`src/rtl/hub75_bcm_scan_driver.sv`:
```
// hub75_bcm_scan_driver
// Scan driver for HUB75-style RGB LED panels using binary-coded modulation.
// Each plane of a row pair is fetched from the frame buffer and shifted out.
// The next plane is shifted while the current one is displayed. Then the panel
// is blanked, the new data is latched, and the next display period starts.
//
// Ports
//   clk         system clock, rising edge
//   reset_n     asynchronous reset, active low
//   enable      run the scan while high; a stop is taken at the next BLANK
//   pix_addr    {row, col} frame-buffer read address
//   pix_data    {r1,g1,b1,r2,g2,b2}, PWM_BITS each, valid one clk after pix_addr
//   rgb1/rgb2   {r,g,b} serial data for the upper/lower half
//   sclk        panel shift clock (panel samples on the rising edge)
//   latch       one-clk transfer pulse
//   blank       1 = LEDs off
//   row_sel     displayed row pair
//   frame_done  one-clk pulse when the last plane of the last row is latched
//
// Build option
//   HUB75_GHOST_BLANK_EN : when a new row is latched (plane 0), 8 extra blank
//   clks are inserted between BLANK and LATCH, and row_sel changes at the
//   first of them.
//
// state    | meaning
// ---------+----------------------------------------------------------------
// IDLE     | stopped, blank=1, row/plane cleared
// SHIFT    | fetch and shift COLS pixels of the pending plane
// WAIT     | shift done, wait for the current plane's display timer
// BLANK    | one clk with LEDs off before the new data is latched
// GHOST    | extra blank clks at a row change (optional build)
// LATCH    | row_sel/latch update, LEDs still off

module hub75_bcm_scan_driver #(
    parameter int COLS       = 32,
    parameter int ROW_BITS   = 3,
    parameter int PWM_BITS   = 4,
    parameter int SCLK_DIV   = 2,
    parameter int BASE_TICKS = 64
) (
    input  logic                              clk,
    input  logic                              reset_n,
    input  logic                              enable,
    output logic [ROW_BITS+$clog2(COLS)-1:0]  pix_addr,
    input  logic [6*PWM_BITS-1:0]             pix_data,
    output logic [2:0]                        rgb1,
    output logic [2:0]                        rgb2,
    output logic                              sclk,
    output logic                              latch,
    output logic                              blank,
    output logic [ROW_BITS-1:0]               row_sel,
    output logic                              frame_done
);

    localparam int COL_BITS = $clog2(COLS);
    localparam int ADDR_W   = ROW_BITS + COL_BITS;
    localparam int PL_W     = (PWM_BITS > 1) ? $clog2(PWM_BITS) : 1;
    localparam int DIV_W    = (SCLK_DIV > 2) ? $clog2(SCLK_DIV) : 1;
    localparam int TMR_MAX  = BASE_TICKS << (PWM_BITS - 1);
    localparam int TMR_W    = $clog2(TMR_MAX + 1);

    typedef enum logic [2:0] {
        ST_IDLE, ST_SHIFT, ST_WAIT, ST_BLANK, ST_GHOST, ST_LATCH
    } state_t;

    typedef enum logic [1:0] {PH_PRE, PH_LOW, PH_HIGH} phase_t;

    state_t              state_q, state_d;
    phase_t              ph_q, ph_d;
    logic [COL_BITS-1:0] col_q, col_d;
    logic [DIV_W-1:0]    div_q, div_d;
    logic [TMR_W-1:0]    tmr_q, tmr_d;
    logic [ROW_BITS-1:0] sh_row_q, sh_row_d;
    logic [PL_W-1:0]     sh_plane_q, sh_plane_d;
    logic                stop_q, stop_d;
    logic [ADDR_W-1:0]   pix_addr_q, pix_addr_d;
    logic [2:0]          rgb1_q, rgb1_d;
    logic [2:0]          rgb2_q, rgb2_d;
    logic                sclk_q, sclk_d;
    logic                latch_q, latch_d;
    logic                blank_q, blank_d;
    logic [ROW_BITS-1:0] row_sel_q, row_sel_d;
    logic                frame_done_q, frame_done_d;
`ifdef HUB75_GHOST_BLANK_EN
    logic [2:0]          gcnt_q, gcnt_d;
`endif

    logic [PWM_BITS-1:0] ch_r1, ch_g1, ch_b1, ch_r2, ch_g2, ch_b2;
    logic [2:0]          bits1, bits2;
    logic                last_plane, last_row, go_latch;
    logic [PL_W-1:0]     nxt_plane;
    logic [ROW_BITS-1:0] nxt_row;

    assign ch_r1 = pix_data[5*PWM_BITS +: PWM_BITS];
    assign ch_g1 = pix_data[4*PWM_BITS +: PWM_BITS];
    assign ch_b1 = pix_data[3*PWM_BITS +: PWM_BITS];
    assign ch_r2 = pix_data[2*PWM_BITS +: PWM_BITS];
    assign ch_g2 = pix_data[1*PWM_BITS +: PWM_BITS];
    assign ch_b2 = pix_data[0 +: PWM_BITS];

    // sh_row/sh_plane always name the plane being shifted; it becomes the
    // displayed plane at LATCH.
    assign bits1 = {ch_r1[sh_plane_q], ch_g1[sh_plane_q], ch_b1[sh_plane_q]};
    assign bits2 = {ch_r2[sh_plane_q], ch_g2[sh_plane_q], ch_b2[sh_plane_q]};

    assign last_plane = (sh_plane_q == PL_W'(PWM_BITS - 1));
    assign last_row   = &sh_row_q;
    assign nxt_plane  = last_plane ? '0 : sh_plane_q + PL_W'(1);
    assign nxt_row    = last_plane ? sh_row_q + ROW_BITS'(1) : sh_row_q;

    always_comb begin
        state_d      = state_q;
        ph_d         = ph_q;
        col_d        = col_q;
        div_d        = div_q;
        tmr_d        = (tmr_q != '0) ? tmr_q - TMR_W'(1) : '0;
        sh_row_d     = sh_row_q;
        sh_plane_d   = sh_plane_q;
        stop_d       = stop_q;
        pix_addr_d   = pix_addr_q;
        rgb1_d       = rgb1_q;
        rgb2_d       = rgb2_q;
        sclk_d       = sclk_q;
        latch_d      = 1'b0;
        blank_d      = blank_q;
        row_sel_d    = row_sel_q;
        frame_done_d = 1'b0;
        go_latch     = 1'b0;
`ifdef HUB75_GHOST_BLANK_EN
        gcnt_d       = gcnt_q;
`endif

        case (state_q)
            ST_IDLE: begin
                blank_d    = 1'b1;
                sclk_d     = 1'b0;
                tmr_d      = '0;
                sh_row_d   = '0;
                sh_plane_d = '0;
                stop_d     = 1'b0;
                if (enable) begin
                    state_d    = ST_SHIFT;
                    ph_d       = PH_PRE;
                    div_d      = DIV_W'(1);
                    col_d      = '0;
                    pix_addr_d = '0;
                end
            end

            ST_SHIFT: begin
                case (ph_q)
                    // Two clks for the first read; afterwards the address runs
                    // one column ahead, issued at the start of each low phase.
                    PH_PRE: begin
                        if (div_q == '0) begin
                            ph_d       = PH_LOW;
                            div_d      = DIV_W'(SCLK_DIV - 1);
                            rgb1_d     = bits1;
                            rgb2_d     = bits2;
                            pix_addr_d = {sh_row_q, COL_BITS'(1)};
                        end else begin
                            div_d = div_q - DIV_W'(1);
                        end
                    end
                    PH_LOW: begin
                        if (div_q == '0) begin
                            ph_d   = PH_HIGH;
                            sclk_d = 1'b1;
                            div_d  = DIV_W'(SCLK_DIV - 1);
                        end else begin
                            div_d = div_q - DIV_W'(1);
                        end
                    end
                    PH_HIGH: begin
                        if (div_q == '0) begin
                            sclk_d = 1'b0;
                            if (col_q == COL_BITS'(COLS - 1)) begin
                                state_d = ST_WAIT;
                            end else begin
                                col_d  = col_q + COL_BITS'(1);
                                ph_d   = PH_LOW;
                                div_d  = DIV_W'(SCLK_DIV - 1);
                                rgb1_d = bits1;
                                rgb2_d = bits2;
                                if (col_q < COL_BITS'(COLS - 2))
                                    pix_addr_d = {sh_row_q, col_q + COL_BITS'(2)};
                            end
                        end else begin
                            div_d = div_q - DIV_W'(1);
                        end
                    end
                    default: ph_d = PH_PRE;
                endcase
            end

            // Leaving at tmr==1 makes the blank-low window exactly the loaded count.
            ST_WAIT: begin
                if (tmr_q <= TMR_W'(1)) begin
                    state_d = ST_BLANK;
                    blank_d = 1'b1;
                    stop_d  = ~enable;
                end
            end

            ST_BLANK: begin
                if (stop_q) begin
                    state_d = ST_IDLE;
                end else begin
`ifdef HUB75_GHOST_BLANK_EN
                    if (sh_plane_q == '0) begin
                        state_d   = ST_GHOST;
                        gcnt_d    = 3'd7;
                        row_sel_d = sh_row_q;
                    end else begin
                        go_latch = 1'b1;
                    end
`else
                    go_latch = 1'b1;
`endif
                end
            end

`ifdef HUB75_GHOST_BLANK_EN
            ST_GHOST: begin
                if (gcnt_q == 3'd0)
                    go_latch = 1'b1;
                else
                    gcnt_d = gcnt_q - 3'd1;
            end
`endif

            ST_LATCH: begin
                blank_d    = 1'b0;
                tmr_d      = TMR_W'(BASE_TICKS) << sh_plane_q;
                sh_row_d   = nxt_row;
                sh_plane_d = nxt_plane;
                state_d    = ST_SHIFT;
                ph_d       = PH_PRE;
                div_d      = DIV_W'(1);
                col_d      = '0;
                pix_addr_d = {nxt_row, COL_BITS'(0)};
            end

            default: state_d = ST_IDLE;
        endcase

        if (go_latch) begin
            state_d      = ST_LATCH;
            latch_d      = 1'b1;
            row_sel_d    = sh_row_q;
            frame_done_d = last_row & last_plane;
        end
    end

    always_ff @(posedge clk or negedge reset_n) begin
        if (!reset_n) begin
            state_q      <= ST_IDLE;
            ph_q         <= PH_PRE;
            col_q        <= '0;
            div_q        <= '0;
            tmr_q        <= '0;
            sh_row_q     <= '0;
            sh_plane_q   <= '0;
            stop_q       <= 1'b0;
            pix_addr_q   <= '0;
            rgb1_q       <= '0;
            rgb2_q       <= '0;
            sclk_q       <= 1'b0;
            latch_q      <= 1'b0;
            blank_q      <= 1'b1;
            row_sel_q    <= '0;
            frame_done_q <= 1'b0;
`ifdef HUB75_GHOST_BLANK_EN
            gcnt_q       <= '0;
`endif
        end else begin
            state_q      <= state_d;
            ph_q         <= ph_d;
            col_q        <= col_d;
            div_q        <= div_d;
            tmr_q        <= tmr_d;
            sh_row_q     <= sh_row_d;
            sh_plane_q   <= sh_plane_d;
            stop_q       <= stop_d;
            pix_addr_q   <= pix_addr_d;
            rgb1_q       <= rgb1_d;
            rgb2_q       <= rgb2_d;
            sclk_q       <= sclk_d;
            latch_q      <= latch_d;
            blank_q      <= blank_d;
            row_sel_q    <= row_sel_d;
            frame_done_q <= frame_done_d;
`ifdef HUB75_GHOST_BLANK_EN
            gcnt_q       <= gcnt_d;
`endif
        end
    end

    assign pix_addr   = pix_addr_q;
    assign rgb1       = rgb1_q;
    assign rgb2       = rgb2_q;
    assign sclk       = sclk_q;
    assign latch      = latch_q;
    assign blank      = blank_q;
    assign row_sel    = row_sel_q;
    assign frame_done = frame_done_q;

endmodule
```
`config.mk`:
```
export PLATFORM = sky130hd
export DESIGN_NAME = hub75_bcm_scan_driver
export DESIGN_NICKNAME = d
export VERILOG_FILES = /design/src/rtl/hub75_bcm_scan_driver.sv
export SDC_FILE = /design/constraint.sdc
export NUM_CORES = 1
export LEC_CHECK = 0
export BUFFER_PORTS_ARGS = -buffer_cell sky130_fd_sc_hd__buf_2
export CAP_MARGIN = 20
export CORE_MARGIN = 1
export CORE_UTILIZATION = 55
export DETAILED_ROUTE_END_ITERATION = 8
export GPL_ROUTABILITY_DRIVEN = 0
export GPL_TIMING_DRIVEN = 1
export PLACE_DENSITY_LB_ADDON = 0.12
export SYNTH_ARGS = -nofsm -noshare
export SYNTH_HDL_FRONTEND = slang
export SYNTH_SLANG_ARGS = --single-unit
```
`constraint.sdc`:
```
create_clock -name clk -period 2.7 [get_ports clk]
set_input_delay 0.675 -clock clk [delete_from_list [all_inputs] [get_ports clk]]
set_output_delay 0.675 -clock clk [all_outputs]
set_load 0.02 [all_outputs]
```
==> metrics.yaml <==
outcome:
  status: "finished, final reports clean"
worst_setup_path:
  r2r-start: "col_q[0]"
  cp-end-kind: "flip-flop"
  path_class: "reg -> reg"
  critPathMaxFanout: 10
  rrSetupSlack_ns: 0.44
  cp.arrival_ns: 2.48
  worstRegToRegCells: 7
  required_ns: 2.92
  start_kind: "flip-flop"
  r2r_end: "col_q[3]"
clocking:
  post_cts_buffers: 0
  cts-resized-gates: 0
  cts-root-buf: "clkbuf_8"
  clk_pin_slew_ns: 0.09
  hold_buffers: 0
  h-tree-depth: 2
  cts.sinks: 48
  clk_path_buf_depth: 2
  cts_tree: "yes"
  clk_latency_ns: 0.30
  cts_made_buffers: 5
power:
  power.leakage_nw: 1.56
  swShare_pct: 22.4
  p_clk_share_pct: 36.8
  power_switching_mw: 0.277
  ir_drop_mv: 0.294
  total_power_mw: 1.23
  power_density_mw_per_mm2: 396
  cell_internal_pwr_mw: 0.958
  pwr-share-seq_pct: 58.7
  comb_power_share_pct: 4.5
cells_and_area:
  n_antenna_cell: 0
  finalInstanceArea_mm2: 0.00312
  drive_gt1_share_pct: 31.9
  nets: 341
  fillers: 375
  area_growth_pct: 14.7
yosys:
  ys_types: 52
  yosysMostFrequentCell: "dfrtp_1"
  synth_area_mm2: 0.00272
  synth_common_cells: "dfrtp_1, o21ai_0, mux2_2"
  yosys_warnings: 0
  synth_top_flop_cell: "dfrtp_1"
  synth_top_area_cell: "dfrtp_1"
  ys_seq_elements: 48
  syn_inst: 249
  syn_area_per_cell_um2: 10.9
  netlist.area_leader.share_pct: 43.3
  synthArstFlopShare_pct: 100
  synth_edf_count: 0
  ys_seq_area_share_pct: 44.2
  synthTopCellsByArea: "dfrtp_1, ha_1, mux2_2, mux4_2, o21ai_0"
  syn-num-nets: 293
routing:
  vias: 2068
  drtIter0Drc: 114
  finalWirelength_um: 5370
  wl_met1_um: 2550
  highest-signal-layer: "met4"
  routedWlPerCell_um: 14.7
  wl_met3_um: 302
  route.met2.wl_um: 2430
  ant_nets: 0
  drt-pass1-iter-count: 4
  drt-vias-per-instance: 5.67
  drcViolationCount: 0
global_route:
  grt_overflow: 0
  grt_pass1_vias: 1942
  grt_pass1_wl_um: 9070
  grt_antenna_before_repair: 0
  grt_max_degree: 28
  globalRouteTotalUtil_pct: 22.7
timing:
  rsz0062_at_grt: "false"
  slew_viol_final: 0
  fin_ws_ns: 0.440
  fin_crit_sh_pct: 83.7
  finalSetupTns_ns: 0
  fmax_mhz: 442
  tightest_slew_ns: 0.647
  setup_viol: 0
  hold_viol: 0
  slew_headroom_pct: 56.9
  fin_skew_ns: 0.00595
  min_period_ns: 2.26
floorplanning:
  rows: 25
  die_w_um: 72.3
  chipHeight_um: 72.3
  core_area_mm2: 0.00472
  start_util_pct: 57.5
  io_pins: 48
  die_area_mm2: 0.00523
placement:
  io_buffers: 47
  dpl.hpwl_um: 3860
  place_ws_ns: 0.447
  place_area_mm2: 0.00302
flow_run:
  max-cap-violations: 0
hold_path:
  hold_path_class: "in -> async"
-- placed cells by master, fill, tap and decap left out, types with 5 or more instances in the layout --
cell type and instances:
mux4_2 6, a21oi_1 10, clkbuf_8 6, o21ai_0 19, nand2_1 13, buf_2 47
ha_1 17, inv_1 13, dfrtp_1 47, nor2_1 15, xnor2_1 5, xor2_1 5
nand3_1 9, mux2_2 18
-- per-layer routing --
| layer | vias up | track usage [%] |
|---|---|---|
| met4 | 0 | 9.37 |
| met3 | 6 | 5.28 |
| met1 | 1013 | 31.3 |
| met2 | 59 | 34.8 |
| met5 | - | 0 |
| li1 | 990 | - |
-- critical path: stages, from the launching register on --
cell	delay, ns
dfrtp_1	0.43
ha_1	0.22
and3_1	0.18
ha_1	0.23
nor3b_1	0.31
o221ai_2	0.25
or3_1	0.39
a21boi_0	0.17
-- flip-flops by register name, summed over array words and instances, names as in the netlist, 2 cells and up --
signal / count
col_q: 5
ph_q: 2
pix_addr: 8
rgb1: 3
rgb2: 3
row_sel: 3
sh_plane_q: 2
sh_row_q: 3
state_q: 3
tmr_q: 10
-- stage by stage --
stage               std cells  hold slack (ns)  utilization, %
floorplan                 249            0.379               -
global placement          357            0.480            64.0
detailed placement        357            0.476            64.0
CTS                       365            0.336            66.0
global route              365            0.349            66.0
finish                    365            0.318            66.0
-- final cells by class --
type / count / area [um2] / share of cell area (%)
clock buffers: 7 / 86.3 / 2.77
clock inverters: 1 / 7.51 / 0.241
inverters: 14 / 52.6 / 1.69
multi-input cells: 177 / 1420 / 45.5
flip-flops and latches: 48 / 1200 / 38.6
well taps: 67 / 83.8 / 2.69
repair buffers: 51 / 265 / 8.51
-- cell families after synthesis --
family | share of synthesized area, %
DFF | 44.2
AOI/OAI and AO/OA | 13.5
adders and majority gates | 7.83
and+or+nand+nor | 14.9
xor gates and xnor gates | 3.22
buffers and inverters | 3.50
muxes | 12.8
-- power by group through the flow --
stage          logic (mW)  clock network [mW]  registers [mW]
2_1_floorplan      0.0115                   0           0.745
3_3_place_gp       0.0557                   0           0.739
3_5_place_dp       0.0572                   0           0.739
4_1_cts            0.0574               0.468           0.725
5_1_grt            0.0624               0.494           0.726
6_report           0.0557               0.455           0.725
-- worst max-delay path by stage --
stage,start,to,depth (start not counted)
after detailed placement,col_q[0],col_q[2],7
after CTS,col_q[0],col_q[3],7
after global routing,col_q[0],col_q[3],7
after global placement,col_q[0],pix_addr[2],7
final,col_q[0],col_q[3],7
after floorplan,col_q[0],col_q[3],7
No activity file was read; power rests on OpenSTA's default activity.
